## config.mk

```make
export PLATFORM = sky130hd
export DESIGN_NAME = obu_framer_flat
export DESIGN_NICKNAME = d
export VERILOG_FILES = /design/src/rtl/obu_framer_if.sv /design/src/rtl/obu_framer.sv /design/src/flat_wrapper.sv
export SDC_FILE = /design/constraint.sdc
export NUM_CORES = 1
export LEC_CHECK = 0
export CAP_MARGIN = 40
export CORE_ASPECT_RATIO = 1.25
export CORE_MARGIN = 2
export CORE_UTILIZATION = 35
export CTS_CLUSTER_SIZE = 30
export DETAILED_ROUTE_END_ITERATION = 7
export PLACE_DENSITY = 0.62
export SLEW_MARGIN = 30
export SYNTH_ARGS = -nofsm -noshare
export SYNTH_HDL_FRONTEND = slang
export SYNTH_SLANG_ARGS = --single-unit
```

## constraint.sdc

```tcl
create_clock -name clk -period 3.55 [get_ports clk]
set_input_delay 1.065 -clock clk [delete_from_list [all_inputs] [get_ports clk]]
set_output_delay 1.065 -clock clk [all_outputs]
set_load 0.01 [all_outputs]
```

## src/rtl/obu_framer_if.sv

```systemverilog
// Byte-in / word-out bundle for obu_framer.
// The framer connects through the slave modport, the byte source and word consumer through master.
interface obu_framer_if;
  logic [7:0]  in_byte;
  logic        in_valid;
  logic        in_ready;
  logic [31:0] data;
  logic        avail;
  logic        start;
  logic        last;
  logic [4:0]  last_len;
  logic        pop;
  logic        hdr_valid;
  logic [3:0]  obu_type;
  logic [31:0] obu_size;
  logic        err;

  modport master (
    output in_byte, in_valid, pop,
    input  in_ready, data, avail, start, last, last_len, hdr_valid, obu_type, obu_size, err
  );

  modport slave (
    input  in_byte, in_valid, pop,
    output in_ready, data, avail, start, last, last_len, hdr_valid, obu_type, obu_size, err
  );
endinterface

```

## src/rtl/obu_framer.sv

```systemverilog
// obu_framer: AV1 OBU header/LEB128 size parser that packs payload bytes MSB-first into a word FIFO.
// Define OBU_FRAMER_DROP_EN to discard payloads of OBU types other than 1, 3, 4 and 6.
module obu_framer #(
  parameter int FIFO_DEPTH = 4
) (
  input  logic        clk,
  input  logic        rst,
  obu_framer_if.slave bus
);
  localparam int PARSER_DATA_WIDTH = 32;
  localparam int PW = (FIFO_DEPTH > 1) ? $clog2(FIFO_DEPTH) : 1;
  localparam int CW = PW + 1;
  localparam logic [CW-1:0] FULL_CNT = CW'(FIFO_DEPTH);

  typedef enum logic [2:0] {
    ST_HDR     = 3'd0,
    ST_EXT     = 3'd1,
    ST_SIZE    = 3'd2,
    ST_PAYLOAD = 3'd3,
    ST_DROP    = 3'd4,
    ST_ERR     = 3'd5
  } state_e;

  typedef struct packed {
    logic [PARSER_DATA_WIDTH-1:0] data;
    logic                         start;
    logic                         last;
    logic [4:0]                   last_len;
  } entry_t;

  state_e                       state_q, state_d;
  logic [3:0]                   hdr_type_q, hdr_type_d;
  logic [31:0]                  size_acc_q, size_acc_d;
  logic [2:0]                   size_idx_q, size_idx_d;
  logic [31:0]                  cnt_q, cnt_d;
  logic [PARSER_DATA_WIDTH-1:0] pack_q, pack_d;
  logic [1:0]                   pack_n_q, pack_n_d;
  logic                         first_q, first_d;
  logic [3:0]                   obu_type_q, obu_type_d;
  logic [31:0]                  obu_size_q, obu_size_d;
  logic                         hdr_valid_q, hdr_valid_d;
  logic                         err_q, err_d;
  entry_t                       mem_q [FIFO_DEPTH];
  entry_t                       mem_d [FIFO_DEPTH];
  logic [PW-1:0]                wr_ptr_q, wr_ptr_d;
  logic [PW-1:0]                rd_ptr_q, rd_ptr_d;
  logic [CW-1:0]                count_q, count_d;

  logic [7:0]                   b_s;
  logic                         full_s;
  logic                         avail_s;
  logic                         in_ready_s;
  logic                         accept_s;
  logic                         pop_s;
  logic                         push_s;
  entry_t                       push_entry_s;
  logic [5:0]                   shamt_s;
  logic [31:0]                  contrib_s;
  logic [31:0]                  size_new_s;
  logic                         keep_s;
  logic [PARSER_DATA_WIDTH-1:0] pack_word_s;
  logic                         final_s;

  assign b_s        = bus.in_byte;
  assign full_s     = (count_q == FULL_CNT);
  assign avail_s    = (count_q != {CW{1'b0}});
  assign in_ready_s = !((state_q == ST_PAYLOAD) && full_s);
  assign accept_s   = bus.in_valid && in_ready_s;
  assign pop_s      = bus.pop && avail_s;

  // LEB128: byte i contributes its low seven bits at bit position 7*i
  assign shamt_s    = {3'd0, size_idx_q} * 6'd7;
  assign contrib_s  = {25'd0, b_s[6:0]} << shamt_s;
  assign size_new_s = size_acc_q | contrib_s;

  assign pack_word_s = pack_q | ({b_s, 24'd0} >> {pack_n_q, 3'b000});
  assign final_s     = (cnt_q == 32'd1);

`ifdef OBU_FRAMER_DROP_EN
  assign keep_s = (hdr_type_q == 4'd1) || (hdr_type_q == 4'd3) ||
                  (hdr_type_q == 4'd4) || (hdr_type_q == 4'd6);
`else
  assign keep_s = 1'b1;
`endif

  // Parser next-state, header reporting and payload packing
  always_comb begin
    state_d      = state_q;
    hdr_type_d   = hdr_type_q;
    size_acc_d   = size_acc_q;
    size_idx_d   = size_idx_q;
    cnt_d        = cnt_q;
    pack_d       = pack_q;
    pack_n_d     = pack_n_q;
    first_d      = first_q;
    obu_type_d   = obu_type_q;
    obu_size_d   = obu_size_q;
    hdr_valid_d  = 1'b0;
    err_d        = err_q;
    push_s       = 1'b0;
    push_entry_s = '0;

    case (state_q)
      ST_HDR: begin
        if (accept_s) begin
          if (b_s[7] || !b_s[1]) begin
            state_d = ST_ERR;
            err_d   = 1'b1;
          end else begin
            hdr_type_d = b_s[6:3];
            size_acc_d = 32'd0;
            size_idx_d = 3'd0;
            state_d    = b_s[2] ? ST_EXT : ST_SIZE;
          end
        end else begin
          state_d = ST_HDR;
        end
      end
      ST_EXT: begin
        if (accept_s) begin
          state_d = ST_SIZE;
        end else begin
          state_d = ST_EXT;
        end
      end
      ST_SIZE: begin
        if (accept_s) begin
          // a sixth byte, or a fifth byte carrying bits beyond 2^32, is malformed
          if ((size_idx_q == 3'd5) || ((size_idx_q == 3'd4) && (b_s[6:4] != 3'd0))) begin
            state_d = ST_ERR;
            err_d   = 1'b1;
          end else if (b_s[7]) begin
            size_acc_d = size_new_s;
            size_idx_d = size_idx_q + 3'd1;
          end else begin
            hdr_valid_d = 1'b1;
            obu_type_d  = hdr_type_q;
            obu_size_d  = size_new_s;
            cnt_d       = size_new_s;
            pack_d      = '0;
            pack_n_d    = 2'd0;
            first_d     = 1'b1;
            if (size_new_s == 32'd0) begin
              state_d = ST_HDR;
            end else if (keep_s) begin
              state_d = ST_PAYLOAD;
            end else begin
              state_d = ST_DROP;
            end
          end
        end else begin
          state_d = ST_SIZE;
        end
      end
      ST_PAYLOAD: begin
        if (accept_s) begin
          cnt_d = cnt_q - 32'd1;
          if ((pack_n_q == 2'd3) || final_s) begin
            push_s                = 1'b1;
            push_entry_s.data     = pack_word_s;
            push_entry_s.start    = first_q;
            push_entry_s.last     = final_s;
            push_entry_s.last_len = final_s ? {pack_n_q + 2'd1, 3'b000} : 5'd0;
            pack_d                = '0;
            pack_n_d              = 2'd0;
            first_d               = 1'b0;
          end else begin
            pack_d   = pack_word_s;
            pack_n_d = pack_n_q + 2'd1;
          end
          state_d = final_s ? ST_HDR : ST_PAYLOAD;
        end else begin
          state_d = ST_PAYLOAD;
        end
      end
      ST_DROP: begin
        if (accept_s) begin
          cnt_d   = cnt_q - 32'd1;
          state_d = final_s ? ST_HDR : ST_DROP;
        end else begin
          state_d = ST_DROP;
        end
      end
      ST_ERR: begin
        state_d = ST_ERR;
        err_d   = 1'b1;
      end
      default: begin
        state_d = ST_ERR;
        err_d   = 1'b1;
      end
    endcase
  end

  // FIFO storage and pointer updates
  always_comb begin
    mem_d = mem_q;
    if (push_s) begin
      mem_d[wr_ptr_q] = push_entry_s;
    end else begin
      mem_d[wr_ptr_q] = mem_q[wr_ptr_q];
    end
    wr_ptr_d = wr_ptr_q + {{(PW-1){1'b0}}, push_s};
    rd_ptr_d = rd_ptr_q + {{(PW-1){1'b0}}, pop_s};
    count_d  = count_q + {{PW{1'b0}}, push_s} - {{PW{1'b0}}, pop_s};
  end

  // State registers with synchronous reset
  always_ff @(posedge clk) begin
    if (rst) begin
      state_q     <= ST_HDR;
      hdr_type_q  <= 4'd0;
      size_acc_q  <= 32'd0;
      size_idx_q  <= 3'd0;
      cnt_q       <= 32'd0;
      pack_q      <= '0;
      pack_n_q    <= 2'd0;
      first_q     <= 1'b0;
      obu_type_q  <= 4'd0;
      obu_size_q  <= 32'd0;
      hdr_valid_q <= 1'b0;
      err_q       <= 1'b0;
      wr_ptr_q    <= '0;
      rd_ptr_q    <= '0;
      count_q     <= '0;
      for (int i = 0; i < FIFO_DEPTH; i++) begin
        mem_q[i] <= '0;
      end
    end else begin
      state_q     <= state_d;
      hdr_type_q  <= hdr_type_d;
      size_acc_q  <= size_acc_d;
      size_idx_q  <= size_idx_d;
      cnt_q       <= cnt_d;
      pack_q      <= pack_d;
      pack_n_q    <= pack_n_d;
      first_q     <= first_d;
      obu_type_q  <= obu_type_d;
      obu_size_q  <= obu_size_d;
      hdr_valid_q <= hdr_valid_d;
      err_q       <= err_d;
      wr_ptr_q    <= wr_ptr_d;
      rd_ptr_q    <= rd_ptr_d;
      count_q     <= count_d;
      mem_q       <= mem_d;
    end
  end

  assign bus.in_ready  = in_ready_s;
  assign bus.avail     = avail_s;
  assign bus.data      = mem_q[rd_ptr_q].data;
  assign bus.start     = avail_s && mem_q[rd_ptr_q].start;
  assign bus.last      = avail_s && mem_q[rd_ptr_q].last;
  assign bus.last_len  = mem_q[rd_ptr_q].last_len;
  assign bus.hdr_valid = hdr_valid_q;
  assign bus.obu_type  = obu_type_q;
  assign bus.obu_size  = obu_size_q;
  assign bus.err       = err_q;
endmodule

```

## src/flat_wrapper.sv

```systemverilog
// flat-port wrapper written by rule: the top's interface ports become plain ports
module obu_framer_flat 
#(
  parameter int FIFO_DEPTH = 4
)
  (clk, rst, bus_in_byte, bus_in_valid, bus_pop, bus_in_ready, bus_data, bus_avail, bus_start, bus_last, bus_last_len, bus_hdr_valid, bus_obu_type, bus_obu_size, bus_err);
  obu_framer_if bus_i ();
  input  logic clk;
  input  logic rst;
  input wire logic [$bits(bus_i.in_byte)-1:0] bus_in_byte;
  input wire logic [$bits(bus_i.in_valid)-1:0] bus_in_valid;
  input wire logic [$bits(bus_i.pop)-1:0] bus_pop;
  output wire logic [$bits(bus_i.in_ready)-1:0] bus_in_ready;
  output wire logic [$bits(bus_i.data)-1:0] bus_data;
  output wire logic [$bits(bus_i.avail)-1:0] bus_avail;
  output wire logic [$bits(bus_i.start)-1:0] bus_start;
  output wire logic [$bits(bus_i.last)-1:0] bus_last;
  output wire logic [$bits(bus_i.last_len)-1:0] bus_last_len;
  output wire logic [$bits(bus_i.hdr_valid)-1:0] bus_hdr_valid;
  output wire logic [$bits(bus_i.obu_type)-1:0] bus_obu_type;
  output wire logic [$bits(bus_i.obu_size)-1:0] bus_obu_size;
  output wire logic [$bits(bus_i.err)-1:0] bus_err;
  assign bus_i.in_byte = bus_in_byte;
  assign bus_i.in_valid = bus_in_valid;
  assign bus_i.pop = bus_pop;
  assign bus_in_ready = bus_i.in_ready;
  assign bus_data = bus_i.data;
  assign bus_avail = bus_i.avail;
  assign bus_start = bus_i.start;
  assign bus_last = bus_i.last;
  assign bus_last_len = bus_i.last_len;
  assign bus_hdr_valid = bus_i.hdr_valid;
  assign bus_obu_type = bus_i.obu_type;
  assign bus_obu_size = bus_i.obu_size;
  assign bus_err = bus_i.err;
  obu_framer #(.FIFO_DEPTH(FIFO_DEPTH)) u_core (.clk(clk), .rst(rst), .bus(bus_i));
endmodule
```

After elaboration in Yosys (flattened, before gate mapping)
Cells that the tools add are included.

operators by class
  add/sub/neg operators = 7
  $mul = 1
  $lt $le $gt $ge = 3
  eq/ne operators = 21
  shift operators = 2
  multiplexer cells = 72
  bitwise operators = 10
  reductions and logical operators = 29

operator list
  kind                   count
  $mux 32                14
  $bwmux 156             2
  $mux 39                8
  $pmux 32 s2            3
  $bmux 39 s2            2
  $mux 156               1
  $demux 39 s2           1
  $or 32x32->32          2
  $mux 3                 13
  $eq 32x1->1 const B    1
  $logic_not 32->1       1
  $shl 7x6->32           1
  $shr 32x5->32          1
  $sub 32x1->32 const B  1
  $mux 2                 9
  $pmux 3 s5             1
  $reduce_and 5->1       3
  $mux 1                 13
  $eq 3x3->1 const B     4
  $ne 2x1->1 const B     6
  $reduce_and 6->1       2
  $ne 2x2->1 const B     5
  $logic_and 1x1->1      7
  $eq 3x2->1 const B     2
  28 further kinds       42

storage, ports and cells
  bits in registers = 310
  input port bits = 12
  output and inout port bits = 79

Depth between registers and ports, before layout
  word-level depth = 9
  gate-level depth with buffers = 11

Least setup slack after synthesis
No wires, ideal clock.

  path type = flip-flop to output port
  start = reg u_core.rd_ptr_q[0]
  end = out bus_data[24]
  data arrival time = 1.970 ns
  setup slack = 0.515 ns
  stages on the path, launching flop included = 4
  path buffers = 2
  path through = dfxtp_1 buf_1 clkbuf_1 mux4_2

between the ends
  word-level cells in the longest chain between the ends = 4

ends and longest elaborated chain
  item                             RTL line            text
  start: declaration               obu_framer.sv:46    logic [PW-1:0] rd_ptr_q, rd_ptr_d;
  start signal: assignment         obu_framer.sv:243   rd_ptr_q <= rd_ptr_d;
  $not 2->3 (not written as such)  obu_framer.sv:251   assign bus.data = mem_q[rd_ptr_q].data;
  $bmux 39 s2                      obu_framer.sv:251
  $mux 39 (2 in series)            n/a
  end: declaration                 flat_wrapper.sv:14  output wire logic [$bits(bus_i.data)-1:0] bus_data;

No other way between the ends. The select of a mux whose other input is x is not followed.

Final worst setup path
  start = reg u_core.rd_ptr_q[0]
  end = out bus_data[31]

The elaborated chain is that of the path after synthesis.

==> out/results.md <==
| Step | Item | Value |
|---|---|---|
| status | Outcome | completed |
| placement | Final estimated routing congestion in global placement | 0.8746 |
| worst setup path | CP Data Arrival Time | 2.32 ns |
| logic synthesis | Most frequently used flop master after synthesis | sky130_fd_sc_hd__dfxtp_1 |
| die | Die height | 224.7 um |
| logic synthesis | Combined area of all synthesized cells | 0.01364 mm^2 |
| route | ANT nets after route | 0 |
| sta | Hold violation total from the final report | 0 |
| route | Number of detailed-route iterations in the first pass | 5 |
| worst setup path | Startpoint type of the worst setup path | register |
| logic synthesis | Flip-flop and latch count after synthesis | 310 |
| global route | Maximum number of pins on one net before global-route repair | 143 |
| logic synthesis | Count of synthesis-stage warnings from yosys | 0 |
| route | Average wire length per cell after detail routing | 17.61 um |
| global route | Number of global-route vias before repair | 11,480 |
| logic synthesis | Syn Area/Cell | 8.398 um^2 |
| route | Number of design rule violations left after detail routing | 0 |
| route | Vias per inst | 5.472 |
| clock tree | Clock tree sinks | 310 |
| global route | Total routing resource utilization after global routing | 18.78% |
| clock tree | CTS tree | done |
| sta | Pins Over Slew Limit | 0 |
| final layout | Area growth from synthesis to final layout | 20.37% |
| worst setup path | Biggest fanout along the worst timing path | 16 |
| global route | Antenna violations before repair | 0 |
| min path | Worst hold path type | register to register |
| clock tree | Clock tree buffer depth | 3 |
| route | Number of DRC violations after detailed-routing iteration 0 | 928 |
| final layout | FF+latch area | 0.006211 mm^2 |
| clock tree | H-Tree Depth | 2 |
| worst setup path | Kind of critical path | register to output pin |
| die | Width of the die | 180.6 um |
| pwr | Worst vdd rail ir drop | 0.3105 mV |
| sta | Setup repair after global routing missed its margin | false |
| worst setup path | Endpoint type of the worst setup path | output pin |
| die | Number of cell rows | 80 |
| route | Drt total wl | 38,730 um |
| worst setup path | Critical-path cell list | buf_12 > mux4_2 > clkdlybuf4s50_1 |
| global route | GR Overflow Total | 0 |
| die | Area of the die | 0.04057 mm^2 |
| worst setup path | Worst Path Required | 2.48 ns |
| run | Count of max-cap constraint violations | 0 |
| final layout | Number of fill cells in the layout | 3,811 |
| clock tree | CTS root buf | sky130_fd_sc_hd__clkbuf_16 |
| worst setup path | Largest incremental delay on the critical path | 0.57 ns |
| sta | Peak Freq | 295.5 MHz |
| clock tree | Number of buffers added by the clock tree synthesis step | 35 |
| clock tree | Number of buffers added to fix hold violations after cts | 0 |
| final layout | Core Util, Final | 42.82% |
| die | Initial Utilization | 35.57% |
| sta | Count of endpoints failing setup in the final report | 0 |
| worst setup path | Slowest cell on the critical path | sky130_fd_sc_hd__mux4_2 |
| route | Total via count in the routed design | 12,030 |
| global route | Global-route wire length before repair | 61,690 um |
| logic synthesis | Portion of synthesized cell area occupied by the leading cell type | 45.50% |
| pwr | Pwr Density | 616.7 mW/mm^2 |
| sta | Slew at the pin with the worst max-slew slack | 0.7305 ns |
| logic synthesis | Async SR Flop Fraction | 0% |
| sta | Max-slew headroom | 51.12% |
| clock tree | Clock latency of the later-clocked register in the worst-skew pair | 0.53 ns |
| die | Placeable core area | 0.03834 mm^2 |
| sta | Time the worst path needs with I/O delays and setup | 3.384 ns |
| die | Top-level port count | 91 |
| logic synthesis | Synthesized netlist net count | 1,647 |
| logic synthesis | Cell taking the most area after synthesis | sky130_fd_sc_hd__dfxtp_1 |
| final layout | Ant. Diodes | 0 |
| logic synthesis | Number of distinct standard cells referenced by the synthesized netlist | 60 |
| logic synthesis | Number of synthesized flops with an enable pin | 0 |
| clock tree | Worst-path clk slew | 0.06 ns |
| sta | Share of the cycle needed by the critical path after routing | 95.31% |
| final layout | Multi-input combinational cell area | 0.006820 mm^2 |
| final layout | # nets final | 1,704 |
| sta | TNS Setup | 0 ns |
| placement | HPWL after detailed placement | 25,460 um |
| logic synthesis | Sequential area share after synthesis | 45.50% |
| logic synthesis | Leading cell types by total area after synthesis | sky130_fd_sc_hd__dfxtp_1 46%, sky130_fd_sc_hd__mux4_2 6.8%, sky130_fd_sc_hd__o21ai_0 5.5%, sky130_fd_sc_hd__a21oi_1 5.0%, sky130_fd_sc_hd__nand2_1 5.0% |
| sta | Layout Skew | 0.02692 ns |
| pwr | Leakage component of the power | 5.644 nW |
| logic synthesis | Post-Syn Instances | 1,624 |
| final layout | Share of cells above drive strength 1 | 13.47% |
| placement | Number of port buffers | 90 |
-- metal layers --
metal  part of all wire (%)  GRT usage, %  vias up
li1                       -             -     5850
met3                    5.2         3.465       83
met1                     42         22.87     5751
met5                      0             0        -
met4                    4.0         8.351        0
met2                     49         32.31      350
-- worst paths after layout --
check	depth (start not counted)	slack, ns	from	endpoint
setup / recovery	3	0.17	u_core.rd_ptr_q[0]$_SDFF_PP0_	bus_data[31]
hold / removal	2	0.45	u_core.bus.err$_SDFFE_PP0P_	u_core.bus.err$_SDFFE_PP0P_
setup reg to reg	12	0.76	u_core.cnt_q[1]$_SDFFE_PP0P_	u_core.count_q[2]$_SDFF_PP0_
hold reg to reg	2	0.45	u_core.bus.err$_SDFFE_PP0P_	u_core.bus.err$_SDFFE_PP0P_
-- critical path, delay by kind of cell (launching register included) --
kind,cells,cell delay [ns]
flops,1,0.50
mux,1,0.57
buf+inv,2,0.74
-- logic make-up after synthesis --
| family | share of synthesized area (%) |
|---|---|
| AOI/OAI and AO/OA | 18.58 |
| xor gates and xnor gates | 0.3211 |
| adders and majority gates | 1.064 |
| buffers and inverters | 4.661 |
| DFF | 45.50 |
| muxes | 7.138 |
| and+or+nand+nor | 22.73 |
-- through the flow --
step                hold WS, ns  worst slack [ns]  power (mW)  instance area [um^2]  std cells
floorplan                0.4249            0.5152       5.609                 13640       1624
global placement         0.4373            0.2254       6.496                 15240       2134
detailed placement       0.4412            0.1753       6.522                 15240       2135
CTS                      0.4502            0.1171       10.17                 16410       2198
global route             0.4736           0.07250       10.63                 16420       2199
finish                   0.4457            0.1663       10.12                 16420       2199
-- synth_stat cells, types with 13 or more instances --
master,n
sky130_fd_sc_hd__or2_2,37
sky130_fd_sc_hd__o21ai_1,22
sky130_fd_sc_hd__dfxtp_1,310
sky130_fd_sc_hd__a21oi_1,137
sky130_fd_sc_hd__a22oi_1,15
sky130_fd_sc_hd__nor2b_1,55
sky130_fd_sc_hd__inv_1,16
sky130_fd_sc_hd__a31oi_1,43
sky130_fd_sc_hd__nor2_1,179
sky130_fd_sc_hd__buf_1,16
sky130_fd_sc_hd__mux4_2,41
sky130_fd_sc_hd__nor4_1,13
sky130_fd_sc_hd__o21ai_0,151
sky130_fd_sc_hd__nand3_1,74
sky130_fd_sc_hd__clkbuf_1,107
sky130_fd_sc_hd__buf_2,13
sky130_fd_sc_hd__nand2_1,181
sky130_fd_sc_hd__a211oi_1,34
sky130_fd_sc_hd__nor3_1,42
-- registers in the layout, indices dropped and copies added (netlist names) --
signal and count:
u_core.mem_q 156, u_core.bus.obu_size 32, u_core.cnt_q 32, u_core.pack_q 32
u_core.size_acc_q 32, u_core.bus.obu_type 4, u_core.hdr_type_q 4, u_core.count_q 3
u_core.size_idx_q 3, u_core.state_q 3, u_core.pack_n_q 2, u_core.rd_ptr_q 2
u_core.wr_ptr_q 2, u_core.bus.err 1, u_core.bus.hdr_valid 1, u_core.first_q 1
-- power by group --
part	internal (mW)	total, mW	switching, mW
sequential	3.63	3.83	0.201
combinational	1.01	2.66	1.65
clock	2.16	3.63	1.46
-- layout make-up --
class                           count  share of cell area, %
Clock buffer                       48                  6.189
Timing Repair Buffer              160                  9.367
Tap cell                          492                  3.750
Inverter                           17                 0.4040
Multi-Input combinational cell   1157                  41.55
Clock inverter                     15                 0.9070
Sequential cell                   310                  37.84
-- timing repair --
action / in CTS / in global routing
setup buffers: 0 / 0
resized for setup: 1 / 0
endpoints found under the hold margin: 0 / 0
setup endpoints to repair: 10 / 0
-- cells in the final DEF (no fill, tap or decap), types with 4 or more instances in the layout --
| cell | count |
|---|---|
| sky130_fd_sc_hd__o21ai_0 | 151 |
| sky130_fd_sc_hd__o211ai_1 | 6 |
| sky130_fd_sc_hd__a21oi_1 | 137 |
| sky130_fd_sc_hd__nor3b_1 | 7 |
| sky130_fd_sc_hd__clkinv_2 | 8 |
| sky130_fd_sc_hd__nor2b_1 | 55 |
| sky130_fd_sc_hd__o21ai_1 | 22 |
| sky130_fd_sc_hd__clkbuf_1 | 5 |
| sky130_fd_sc_hd__clkbuf_8 | 7 |
| sky130_fd_sc_hd__nor4_1 | 13 |
| sky130_fd_sc_hd__clkdlybuf4s50_1 | 89 |
| sky130_fd_sc_hd__nand3_1 | 74 |
| sky130_fd_sc_hd__clkbuf_16 | 36 |
| sky130_fd_sc_hd__nand2_1 | 181 |
| sky130_fd_sc_hd__and3_1 | 10 |
| sky130_fd_sc_hd__a31o_2 | 6 |
| sky130_fd_sc_hd__nor3_1 | 42 |
| sky130_fd_sc_hd__mux2i_1 | 5 |
| sky130_fd_sc_hd__or2_2 | 37 |
| sky130_fd_sc_hd__a22oi_1 | 15 |
| sky130_fd_sc_hd__a211oi_1 | 34 |
| sky130_fd_sc_hd__ha_1 | 10 |
| sky130_fd_sc_hd__nor2_1 | 177 |
| sky130_fd_sc_hd__a21o_1 | 7 |
| sky130_fd_sc_hd__nand2b_1 | 6 |
| sky130_fd_sc_hd__a31oi_1 | 43 |
| sky130_fd_sc_hd__dfxtp_1 | 308 |
| sky130_fd_sc_hd__inv_1 | 16 |
| sky130_fd_sc_hd__or4_1 | 8 |
| sky130_fd_sc_hd__nand4_1 | 11 |
| sky130_fd_sc_hd__xnor2_1 | 4 |
| sky130_fd_sc_hd__and2_1 | 7 |
| sky130_fd_sc_hd__buf_4 | 60 |
| sky130_fd_sc_hd__or3_1 | 6 |
| sky130_fd_sc_hd__mux4_2 | 41 |
| sky130_fd_sc_hd__buf_12 | 9 |
Power figures use the tool's default switching activity.
==> RTL edit (config.mk and constraints unchanged) <==
`FIFO_DEPTH` is set to 4 in 2 places; all go to 8.
--- a/src/rtl/obu_framer.sv
+++ b/src/rtl/obu_framer.sv
@@ -1,7 +1,7 @@
 // obu_framer: AV1 OBU header/LEB128 size parser that packs payload bytes MSB-first into a word FIFO.
 // Define OBU_FRAMER_DROP_EN to discard payloads of OBU types other than 1, 3, 4 and 6.
 module obu_framer #(
-  parameter int FIFO_DEPTH = 4
+  parameter int FIFO_DEPTH = 8
 ) (
   input  logic        clk,
   input  logic        rst,
--- a/src/flat_wrapper.sv
+++ b/src/flat_wrapper.sv
@@ -1,7 +1,7 @@
 // flat-port wrapper written by rule: the top's interface ports become plain ports
 module obu_framer_flat 
 #(
-  parameter int FIFO_DEPTH = 4
+  parameter int FIFO_DEPTH = 8
 )
   (clk, rst, bus_in_byte, bus_in_valid, bus_pop, bus_in_ready, bus_data, bus_avail, bus_start, bus_last, bus_last_len, bus_hdr_valid, bus_obu_type, bus_obu_size, bus_err);
   obu_framer_if bus_i ();
Behaviour: same outputs for any inputs over 4 cycles, from zero or initial values and one cycle with rst high; that may be too few to reach the edited logic, so the function may still have changed.
==> RTL edit against the original RTL <==
  * Routed wire length is 120% higher
  * Worst hold slack improved by 19 ps
  * Sequential cell count increased by 159
  * Count of clock-buffer cells in the layout grew 25
  * Synthesized area up 65%
  * Fmax is 3.5% lower
  * Die area is 64% higher
  * Power increased by 46%
  * Setup slack lost 120 ps
  * Cell area grew 65%
  * Largest cell class unchanged
  * Largest power group unchanged
==> RTL edit: results (changes against the original RTL) <==
| Metric | Value |
|---|---|
| Final Wtd Congestion | `0.8939 (+2.2%)` |
| Max Fanout on Critical Path | `15 (-1)` |
| Slowest stage cell, crit path | `mux4_2` |
| Status | `finished clean` |
| Initial DRC Count | `2673 (+190%)` |
| Fin Hold WS | `464.4 ps (+18.73 ps)` |
| Hold-critical path depth | `2 (unchanged)` |
| Sw power | `4.703 mW (+42%)` |
| Most area-consuming cells after synthesis | `dfxtp_1, mux4_2, a21oi_1, nand2_1, mux2_2` |
| IR drop worst, VDD | `0.4384 mV (+41%)` |
| Setup crit end | `bus_data[26]` |
| Reg2reg path depth | `8 (-4)` |
| Setup Skew | `37.92 ps (+11.00 ps)` |
| CTS max path bufs | `3 (unchanged)` |
| Global-route wire length before repair | `126700 um (+110%)` |
| Static Leak | `9.436 nW (+67%)` |
| Max FFs per register | `312 (+100%)` |
| Synth Area in Adders | `0.9767% (-0.088 points)` |
| Hpwl dp | `53170 um (+110%)` |
| Peak Freq | `285.1 MHz (-3.5%)` |
| Worst r2r src | `u_core.cnt_q[5]$_SDFFE_PP0P_` |
| Clock Latency Late Sink | `620 ps (+90 ps)` |
| Most frequent cells after synthesis | `dfxtp_1, nand2_1, a21oi_1, nor2_1, o21ai_0` |
| Complex-gate fraction of the synthesized area | `19.96% (+1.4 points)` |
| Final non-filler cell total | `3441 (+56%)` |
| Clock power frac | `35.7% (about the same)` |
| Largest net degree at the start of global routing | `107 (-25%)` |
| CTS buffer count | `50 (+43%)` |
| Sequential area share after synthesis | `41.64% (-3.9 points)` |
| Number of global-route vias before repair | `20752 (+81%)` |
| Pwr Density | `547.7 nW/um2 (-11%)` |
| Worst slack, placed | `156.7 ps (-18.60 ps)` |
| Via density | `6.117 (+12%)` |
| GRT Util Overall | `24.61% (+5.8 points)` |
| Syn nets | `2474 (+50%)` |
| Placed insts | `3321 (+56%)` |
| R2R Setup Slk | `480 ps (-280 ps)` |
| Cell family with most CP delay | `multiplexers` |
| First-pass iteration count of the detailed router | `6 (+1)` |
| Wire per inst | `24.24 um (+38%)` |
| Biggest register | `u_core.mem_q` |
| Nets | `2587 (+52%)` |
| Cell variety after synth | `79 (+32%)` |
| Post-Synth XOR/XNOR Area | `0.2331% (-0.088 points)` |
| Share of cells above drive strength 1 | `19.32% (+5.8 points)` |
| Slew @ Worst Pin | `902.0 ps (+171.5 ps)` |
| Post-synthesis mux area share | `16.84% (+9.7 points)` |
| Fillers | `6120 (+61%)` |
| Synthesized instance count | `2445 (+51%)` |
==> RTL edit: changes by cell type after synthesis, sizes merged, moves of 68 or more <==
cell	unedited run	this run
a21oi	137	217
nand2	181	280
mux2	0	81
o22ai	2	82
mux4	41	109
dfxtp	310	469
==> RTL edit: layout make-up <==
cell class | count | area [um2] | share of cell area [%]
Clock buffer | 73 | 1470 | 5.429
Clock inverter | 14 | 147.6 | 0.5452
Inverter | 24 | 95.09 | 0.3512
Multi-Input combinational cell | 1745 | 12310 | 45.47
Sequential cell | 469 | 9407 | 34.74
Tap cell | 848 | 1061 | 3.918
Timing Repair Buffer | 268 | 2586 | 9.550
==> RTL edit: per-layer routing <==
metal / share of wire, % / GRT usage [%]
met5: 0.090 / 0
met4: 5.6 / 12.65
met3: 8.9 / 4.626
met2: 47 / 40.96
met1: 38 / 30.34
==> RTL edit: timing repair <==
item,in CTS,in global routing
gates cloned,3,0
gates resized for setup,69,16
endpoints found under the setup margin,39,17
endpoints found under the hold margin,0,0
setup buffers,19,11
